`src/rtl/correlator_pkg.sv`:
```
// ============================================================================
// correlator_pkg
//   Shared opcodes, lag width, sweep FSM states and lag clamp helper.
//   Revision: 1.0
// ============================================================================
`default_nettype none

package correlator_pkg;

  localparam int c_lag_w = 12;

  localparam logic [3:0] c_op_clear          = 4'd0;
  localparam logic [3:0] c_op_set_index      = 4'd1;
  localparam logic [3:0] c_op_set_leds       = 4'd2;
  localparam logic [3:0] c_op_set_baud_rate  = 4'd3;
  localparam logic [3:0] c_op_set_freq_div   = 4'd8;
  localparam logic [3:0] c_op_set_voltage    = 4'd9;
  localparam logic [3:0] c_op_set_sweep      = 4'd10;
  localparam logic [3:0] c_op_enable_capture = 4'd13;

  typedef enum logic [1:0] {
    ST_IDLE  = 2'd0,
    ST_ARMED = 2'd1,
    ST_SWEEP = 2'd2
  } sweep_state_t;

  // Largest lag the delay line plus jitter window can address.
  function automatic int lag_max(input int delay_size, input int jitter_size);
    return delay_size + jitter_size - 2;
  endfunction

endpackage

`default_nettype wire

```
`src/rtl/lag_sweeper.sv`:
```
// ============================================================================
// lag_sweeper
//   Frame-stepped cross-lag sweep FSM with wrap detection (built under SWEEP_EN).
//   Revision: 1.0
// ============================================================================
`default_nettype none

`ifdef SWEEP_EN
module lag_sweeper
  import correlator_pkg::*;
#(
  parameter int LAG_W   = c_lag_w,
  parameter int LAG_MAX = 149
) (
  input  logic             clk,
  input  logic             reset,
  input  logic             cfg_wr,
  input  logic [3:0]       cfg_data,
  input  logic             integrating,
  input  logic             frame_done,
  input  logic [7:0]       index,
  input  logic             block_step,
  input  logic [LAG_W-1:0] cur_lag,
  output logic [7:0]       sweep_idx,
  output logic             step_fire,
  output logic [LAG_W-1:0] step_lag,
  output logic             sweep_wrap
);

  sweep_state_t     r_state;
  sweep_state_t     w_next;
  logic             r_en;
  logic [2:0]       r_step;
  logic [7:0]       r_idx;
  logic             r_wrap;
  logic             w_go_idle;
  logic [LAG_W:0]   w_sum;
  logic             w_over;

  always_ff @(posedge clk) begin
    if (reset) r_state <= ST_IDLE;
    else       r_state <= w_next;
  end

  always_comb begin
    w_next    = r_state;
    w_go_idle = !r_en || !integrating;
    w_sum     = {1'b0, cur_lag} + (LAG_W+1)'(r_step);
    w_over    = w_sum > (LAG_W+1)'(LAG_MAX);
    step_lag  = w_over ? '0 : w_sum[LAG_W-1:0];
    step_fire = 1'b0;
    if (w_go_idle) begin
      w_next = ST_IDLE;
    end else begin
      case (r_state)
        ST_IDLE:  w_next = ST_ARMED;
        ST_ARMED: if (frame_done) w_next = ST_SWEEP;
        ST_SWEEP: step_fire = frame_done && !block_step;
        default:  w_next = ST_IDLE;
      endcase
    end
  end

  // A zero step would stall the sweep, so it is promoted to 1.
  always_ff @(posedge clk) begin
    if (reset) begin
      r_en   <= 1'b0;
      r_step <= 3'd0;
      r_idx  <= 8'd0;
      r_wrap <= 1'b0;
    end else begin
      if (cfg_wr) begin
        r_en   <= cfg_data[0];
        r_step <= (cfg_data[3:1] == 3'd0) ? 3'd1 : cfg_data[3:1];
      end
      if (r_state == ST_IDLE && w_next == ST_ARMED) r_idx <= index;
      r_wrap <= step_fire && w_over;
    end
  end

  assign sweep_idx  = r_idx;
  assign sweep_wrap = r_wrap;

endmodule
`endif

`default_nettype wire

```
`src/rtl/correlator_cmd_scheduler.sv`:
```
// ============================================================================
// correlator_cmd_scheduler
//   UART command decoder holding per-input lags/flags; optional lag sweep
//   enabled by defining SWEEP_EN.
//   Revision: 1.0
// ============================================================================
`default_nettype none

module correlator_cmd_scheduler
  import correlator_pkg::*;
#(
  parameter int NUM_INPUTS  = 8,
  parameter int DELAY_SIZE  = 150,
  parameter int JITTER_SIZE = 1,
  parameter int LAG_W       = c_lag_w
) (
  input  logic                        clk,
  input  logic                        reset,
  input  logic [7:0]                  rx_data,
  input  logic                        rx_valid,
  input  logic                        frame_done,
  output logic [NUM_INPUTS*LAG_W-1:0] cross_lag,
  output logic [NUM_INPUTS*LAG_W-1:0] auto_lag,
  output logic [NUM_INPUTS*4-1:0]     leds,
  output logic [NUM_INPUTS*4-1:0]     voltage_pwm,
  output logic [3:0]                  baud_rate,
  output logic [3:0]                  clock_divider,
  output logic                        integrating,
  output logic                        lag_changed,
  output logic                        sweep_wrap
);

  localparam int               c_lag_max   = lag_max(DELAY_SIZE, JITTER_SIZE);
  localparam logic [LAG_W-1:0] c_lag_max_v = LAG_W'(c_lag_max);
  localparam int               c_idx_w     = (NUM_INPUTS > 1) ? $clog2(NUM_INPUTS) : 1;

  logic [NUM_INPUTS-1:0][LAG_W-1:0] r_cross, r_auto, r_cross_stage, r_auto_stage;
  logic [NUM_INPUTS-1:0][3:0]       r_leds, r_pwm;
  logic [7:0]                       r_index;
  logic [3:0]                       r_baud, r_div;
  logic                             r_integrating, r_lag_changed;

  logic [3:0]         w_op;
  logic [c_idx_w-1:0] w_idx;
  logic               w_idx_ok;
  logic               w_dec_clear, w_dec_cap, w_dec_index, w_dec_leds, w_dec_baud;
  logic               w_dec_lag, w_dec_div, w_dec_volt;
  logic [LAG_W-1:0]   w_stage_src, w_stage_new, w_commit;

  assign w_op     = rx_data[3:0];
  assign w_idx    = r_index[c_idx_w-1:0];
  assign w_idx_ok = int'(r_index) < NUM_INPUTS;

`ifdef SWEEP_EN
  logic               w_dec_sweep;
`endif

  always_comb begin
    w_dec_clear = 1'b0;
    w_dec_cap   = 1'b0;
    w_dec_index = 1'b0;
    w_dec_leds  = 1'b0;
    w_dec_baud  = 1'b0;
    w_dec_lag   = 1'b0;
    w_dec_div   = 1'b0;
    w_dec_volt  = 1'b0;
`ifdef SWEEP_EN
    w_dec_sweep = 1'b0;
`endif
    if (rx_valid) begin
      if      (w_op == c_op_clear)          w_dec_clear = 1'b1;
      else if (w_op == c_op_enable_capture) w_dec_cap   = 1'b1;
      else if (w_op == c_op_set_index)      w_dec_index = 1'b1;
      else if (w_op == c_op_set_leds)       w_dec_leds  = 1'b1;
      else if (w_op == c_op_set_baud_rate)  w_dec_baud  = 1'b1;
`ifdef SWEEP_EN
      else if (w_op == c_op_set_sweep)      w_dec_sweep = 1'b1;
`endif
      else if (rx_data[2])                  w_dec_lag   = 1'b1;
      else if (w_op == c_op_set_freq_div)   w_dec_div   = 1'b1;
      else if (w_op == c_op_set_voltage)    w_dec_volt  = 1'b1;
    end
  end

  // Nibble merge and clamp happen combinationally so the commit lands with the byte.
  always_comb begin
    w_stage_src = rx_data[7] ? r_auto_stage[w_idx] : r_cross_stage[w_idx];
    w_stage_new = w_stage_src;
    for (int s = 0; s < 4; s++) begin
      if (rx_data[1:0] == 2'(s)) w_stage_new[s*3 +: 3] = rx_data[6:4];
    end
    w_commit = (w_stage_new > c_lag_max_v) ? c_lag_max_v : w_stage_new;
  end

`ifdef SWEEP_EN
  logic [7:0]         w_sweep_idx;
  logic [c_idx_w-1:0] w_sweep_sel;
  logic               w_sweep_ok, w_cmd_hit, w_step_fire, w_sweep_wrap;
  logic [LAG_W-1:0]   w_step_lag;

  assign w_sweep_sel = w_sweep_idx[c_idx_w-1:0];
  assign w_sweep_ok  = int'(w_sweep_idx) < NUM_INPUTS;
  assign w_cmd_hit   = (w_dec_clear || (w_dec_lag && !rx_data[7])) && w_idx_ok
                       && (r_index == w_sweep_idx);

  lag_sweeper #(
    .LAG_W   (LAG_W),
    .LAG_MAX (c_lag_max)
  ) u_lag_sweeper (
    .clk         (clk),
    .reset       (reset),
    .cfg_wr      (w_dec_sweep),
    .cfg_data    (rx_data[7:4]),
    .integrating (r_integrating),
    .frame_done  (frame_done),
    .index       (r_index),
    .block_step  (w_cmd_hit || !w_sweep_ok),
    .cur_lag     (r_cross[w_sweep_sel]),
    .sweep_idx   (w_sweep_idx),
    .step_fire   (w_step_fire),
    .step_lag    (w_step_lag),
    .sweep_wrap  (w_sweep_wrap)
  );

  assign sweep_wrap = w_sweep_wrap;
`else
  logic w_unused_frame;
  assign w_unused_frame = frame_done;
  assign sweep_wrap     = 1'b0;
`endif

  always_ff @(posedge clk) begin
    if (reset) begin
      r_cross       <= '0;
      r_auto        <= '0;
      r_cross_stage <= '0;
      r_auto_stage  <= '0;
      r_leds        <= '0;
      r_pwm         <= '0;
      r_index       <= '0;
      r_baud        <= '0;
      r_div         <= '0;
      r_integrating <= 1'b0;
      r_lag_changed <= 1'b0;
    end else begin
      r_lag_changed <= 1'b0;
`ifdef SWEEP_EN
      if (w_step_fire) begin
        r_cross[w_sweep_sel] <= w_step_lag;
        r_lag_changed        <= 1'b1;
      end
`endif
      if (w_dec_clear && w_idx_ok) begin
        r_cross[w_idx]       <= '0;
        r_auto[w_idx]        <= '0;
        r_cross_stage[w_idx] <= '0;
        r_auto_stage[w_idx]  <= '0;
        r_lag_changed        <= 1'b1;
      end
      if (w_dec_cap)              r_integrating <= rx_data[4];
      if (w_dec_index)            r_index[{rx_data[7:6], 1'b0} +: 2] <= rx_data[5:4];
      if (w_dec_leds && w_idx_ok) r_leds[w_idx] <= rx_data[7:4];
      if (w_dec_baud)             r_baud <= rx_data[7:4];
      if (w_dec_div)              r_div <= rx_data[7:4];
      if (w_dec_volt && w_idx_ok) r_pwm[w_idx] <= rx_data[7:4];
      if (w_dec_lag && w_idx_ok) begin
        if (rx_data[7]) begin
          r_auto_stage[w_idx] <= w_stage_new;
          r_auto[w_idx]       <= w_commit;
        end else begin
          r_cross_stage[w_idx] <= w_stage_new;
          r_cross[w_idx]       <= w_commit;
        end
        r_lag_changed <= 1'b1;
      end
    end
  end

  assign cross_lag     = r_cross;
  assign auto_lag      = r_auto;
  assign leds          = r_leds;
  assign voltage_pwm   = r_pwm;
  assign baud_rate     = r_baud;
  assign clock_divider = r_div;
  assign integrating   = r_integrating;
  assign lag_changed   = r_lag_changed;

endmodule

`default_nettype wire

```
`config.mk`:
```
export PLATFORM = sky130hd
export DESIGN_NAME = correlator_cmd_scheduler
export DESIGN_NICKNAME = d
export VERILOG_FILES = /design/src/rtl/correlator_pkg.sv /design/src/rtl/lag_sweeper.sv /design/src/rtl/correlator_cmd_scheduler.sv
export SDC_FILE = /design/constraint.sdc
export NUM_CORES = 1
export LEC_CHECK = 0
export CORE_ASPECT_RATIO = 0.75
export CORE_MARGIN = 2
export CORE_UTILIZATION = 50
export DETAILED_ROUTE_END_ITERATION = 8
export HOLD_SLACK_MARGIN = 0.05
export PLACE_DENSITY = 0.75
export SLEW_MARGIN = 20
export SYNTH_ARGS = -nofsm -noshare
export SYNTH_HDL_FRONTEND = slang
export SYNTH_SLANG_ARGS = --single-unit
```
`constraint.sdc`:
```
create_clock -name clk -period 10 [get_ports clk]
set_input_delay 2.5 -clock clk [delete_from_list [all_inputs] [get_ports clk]]
set_output_delay 2.5 -clock clk [all_outputs]
set_load 0.02 [all_outputs]
```
==> impl_metrics.ini <==
[critical_path]
cp.arrival_ps = 6970
crit_cells = 9
worstRegToRegCells = 9
critPathMaxFanout = 17
path_cells = clkdlybuf4s50_1, inv_1, nand2_1, a221o_1, o221a_2, or4_1, nor3b_4, nand2_1, a21oi_1
worstSetupStartpointType = input pin
critPathBufInv = 2
cp_slowest_cell = nor3b_4
r2r_end = auto_lag[77]
r2r_slack_ps = 5080
cp.required_ps = 10500
worstReg2RegStart = r_index[2]
crit_path_start = rx_data[7]
critical_path_class = in2reg
crit_family = simple AND/OR/NAND/NOR gates
slowest_delay_ps = 1020
endpoint = auto_lag[77]
path_common_cell = nand2_1
endpoint_kind = flip-flop

[power_and_ir_drop]
comb_power_share = 0.049
clkPwrFrac = 0.454
sw_frac_of_total = 0.233
p_leak_nw = 7.82
p_int_mw = 2.88
p_seq_frac = 0.497
power_mw = 3.75
ir_drop_mv = 0.133
p_per_area_nw_per_um2 = 166
power.net_switching_mw = 0.873

[clocking]
cts_tree = done
cts.repair.resized = 0
cts_buffers = 45
clkLatencyLatePin_ps = 580
cts-root-buf = clkbuf_16
clk_pin_slew_ps = 70
cts.sinks = 466
post_cts_buffers = 0
htreeDepth = 2
cts_max_path_buffers = 3
hold_buffers = 0

[placement]
pre_cts_ws_ps = 3170
gp_congestion = 0.918
numPortBuffers = 276
dpl.hpwl_um = 42400

[route]
drc = 0
drt_iter0_drc = 2394
drtPass1Iterations = 7
routedWlPerCell_um = 24.6
vias_per_cell = 6.42
via_count = 17600
postRouteAntennaNets = 0
wl_um = 67400

[global_routing]
grt_util_all_layers = 0.341
grt_overflow = 0
grt_first_pass_wirelength_um = 99800
grt_antenna_before_repair = 0
grt_max_degree = 115
grt_pass1_vias = 16800

[synthesis]
synth_top_cell_area_share = 0.512
synth_nets = 2084
ys_ff_latch = 466
syn_area_um2 = 18200
async_reset_ff_frac = 0
avgSynthCellArea_um2 = 8.81
synthFlopType = dfxtp_1
post-synth-top-count-cell = dfxtp_1
synth_edf_count = 0
syn_inst = 2067
ys_seq_area_frac = 0.512
ys_warn_count = 0
ys_types = 68
synth.area.top_cells = dfxtp_1, a22oi_1, nand2_1
synth.largest_area_cell = dfxtp_1
synth_commonest_cells = dfxtp_1, nand2_1, nor2_1, a21oi_1, a22oi_1

[floorplanning]
die_w_um = 224
start_util = 0.507
die_h_um = 169
ios = 279
die_area_um2 = 38000
core_area_um2 = 35900
fp-row-count = 60

[cells_and_area]
nNetsFinal = 2261
synthToLayoutAreaGrowth_pct = 24.2
drive_above_1_share = 0.0787

[sta]
period_minus_slack_ps = 6480
fin_crit_sh = 0.648
hold_viol = 0
relSlewSlack = 0.193
worstMarginPinSlew_ps = 1210
fin_setup_tns_ps = 0
layout_setup_ws_ps = 3520
timing.final.max_slew_violations = 0
fin_skew_ps = 35.1
max_freq_ghz = 0.154
rsz0062_at_grt = false
setup_viol = 0

[worst_hold_path]
hp-class = reg2reg

[run_status]
outcome = complete, no violations

[run]
drv_cap = 0
-- placed cells by master, fill, tap and decap left out, drive strengths merged, types with 7 or more instances in the layout --
| cell type | n |
|---|---|
| a32oi | 8 |
| o21ai | 64 |
| buf | 43 |
| a32o | 15 |
| nor3 | 16 |
| a21oi | 178 |
| and2 | 29 |
| o22ai | 8 |
| clkdlybuf4s50 | 275 |
| mux2i | 28 |
| nand2b | 9 |
| nand3 | 150 |
| nor2b | 8 |
| mux4 | 10 |
| nor2 | 250 |
| a221oi | 15 |
| dfxtp | 466 |
| a22oi | 168 |
| mux2 | 23 |
| nand2 | 263 |
| and3 | 50 |
| a221o | 8 |
| nand4 | 12 |
| and3b | 7 |
| clkbuf | 75 |
| a2bb2oi | 16 |
-- registers in the layout, indices dropped and copies added (netlist names) --
signal and count:
auto_lag 96, cross_lag 96, r_auto_stage 96, r_cross_stage 96, leds 32, voltage_pwm 32
r_index 8, baud_rate 4, clock_divider 4, integrating 1, lag_changed 1
-- how the worst min path moves through the flow --
stage                             start       endpoint  slack (ps)  cells after the start
after global routing      cross_lag[95]  cross_lag[95]         470                      1
after global placement    cross_lag[87]  cross_lag[87]         440                      2
after CTS                    r_index[3]     r_index[3]         450                      2
after detailed placement  cross_lag[95]  cross_lag[95]         440                      1
after floorplan              r_index[6]     r_index[6]         430                      2
final                        r_index[3]     r_index[3]         450                      2
-- worst reg2reg max path, delay by kind of cell (launching register included) --
family                 cells  cell delay, ps
flip-flops                 1             540
buffers and inverters      1             690
AO/OA/AOI/OAI              4            1160
AND/OR/NAND/NOR            4            2490
-- cell families after synthesis --
kind of cell / after synthesis / share of synthesized area
other cells: 1 / 0.000206
flops: 466 / 0.512
simple gates: 812 / 0.201
mux: 61 / 0.0426
compound gates: 528 / 0.194
fa+ha+maj: 5 / 0.00344
buf+inv: 194 / 0.0463
-- area by class of cell --
type / instances / area, µm²
fill: 2913 / 13300
sequential: 466 / 9330
multi-input combinational: 1407 / 8110
timing repair buffer: 318 / 3090
clock buffer: 75 / 1440
tap: 465 / 582
clock inverter: 3 / 30.0
inverter: 6 / 23.8
antenna: 2 / 5.00
-- power groups by stage --
stage	Sequential [mW]	Clock [mW]	Combinational [mW]
final	1.86	1.71	0.184
after global routing	1.86	1.78	0.190
after CTS	1.86	1.71	0.175
after detailed placement	1.91	0	0.175
after global placement	1.91	0	0.172
after floorplan	1.91	0	0.113
-- metrics by stage --
step	util	hold WS, ps	cell area (µm²)	instances
floorplan	-	432	18200	2067
global placement	0.588	440	21100	2662
detailed placement	0.588	444	21100	2662
CTS	0.629	455	22600	2740
global route	0.630	474	22600	2740
finish	0.630	454	22600	2742
-- metal layers --
layer / vias to the layer above / GRT usage / wire length [µm]
met4: 0 / 0.131 / 2470
met3: 197 / 0.142 / 9870
li1: 7674 / - / -
met2: 1203 / 0.514 / 29000
met5: - / 0 / 0
met1: 8525 / 0.436 / 26000
No activity file was read; power rests on OpenSTA's default activity.
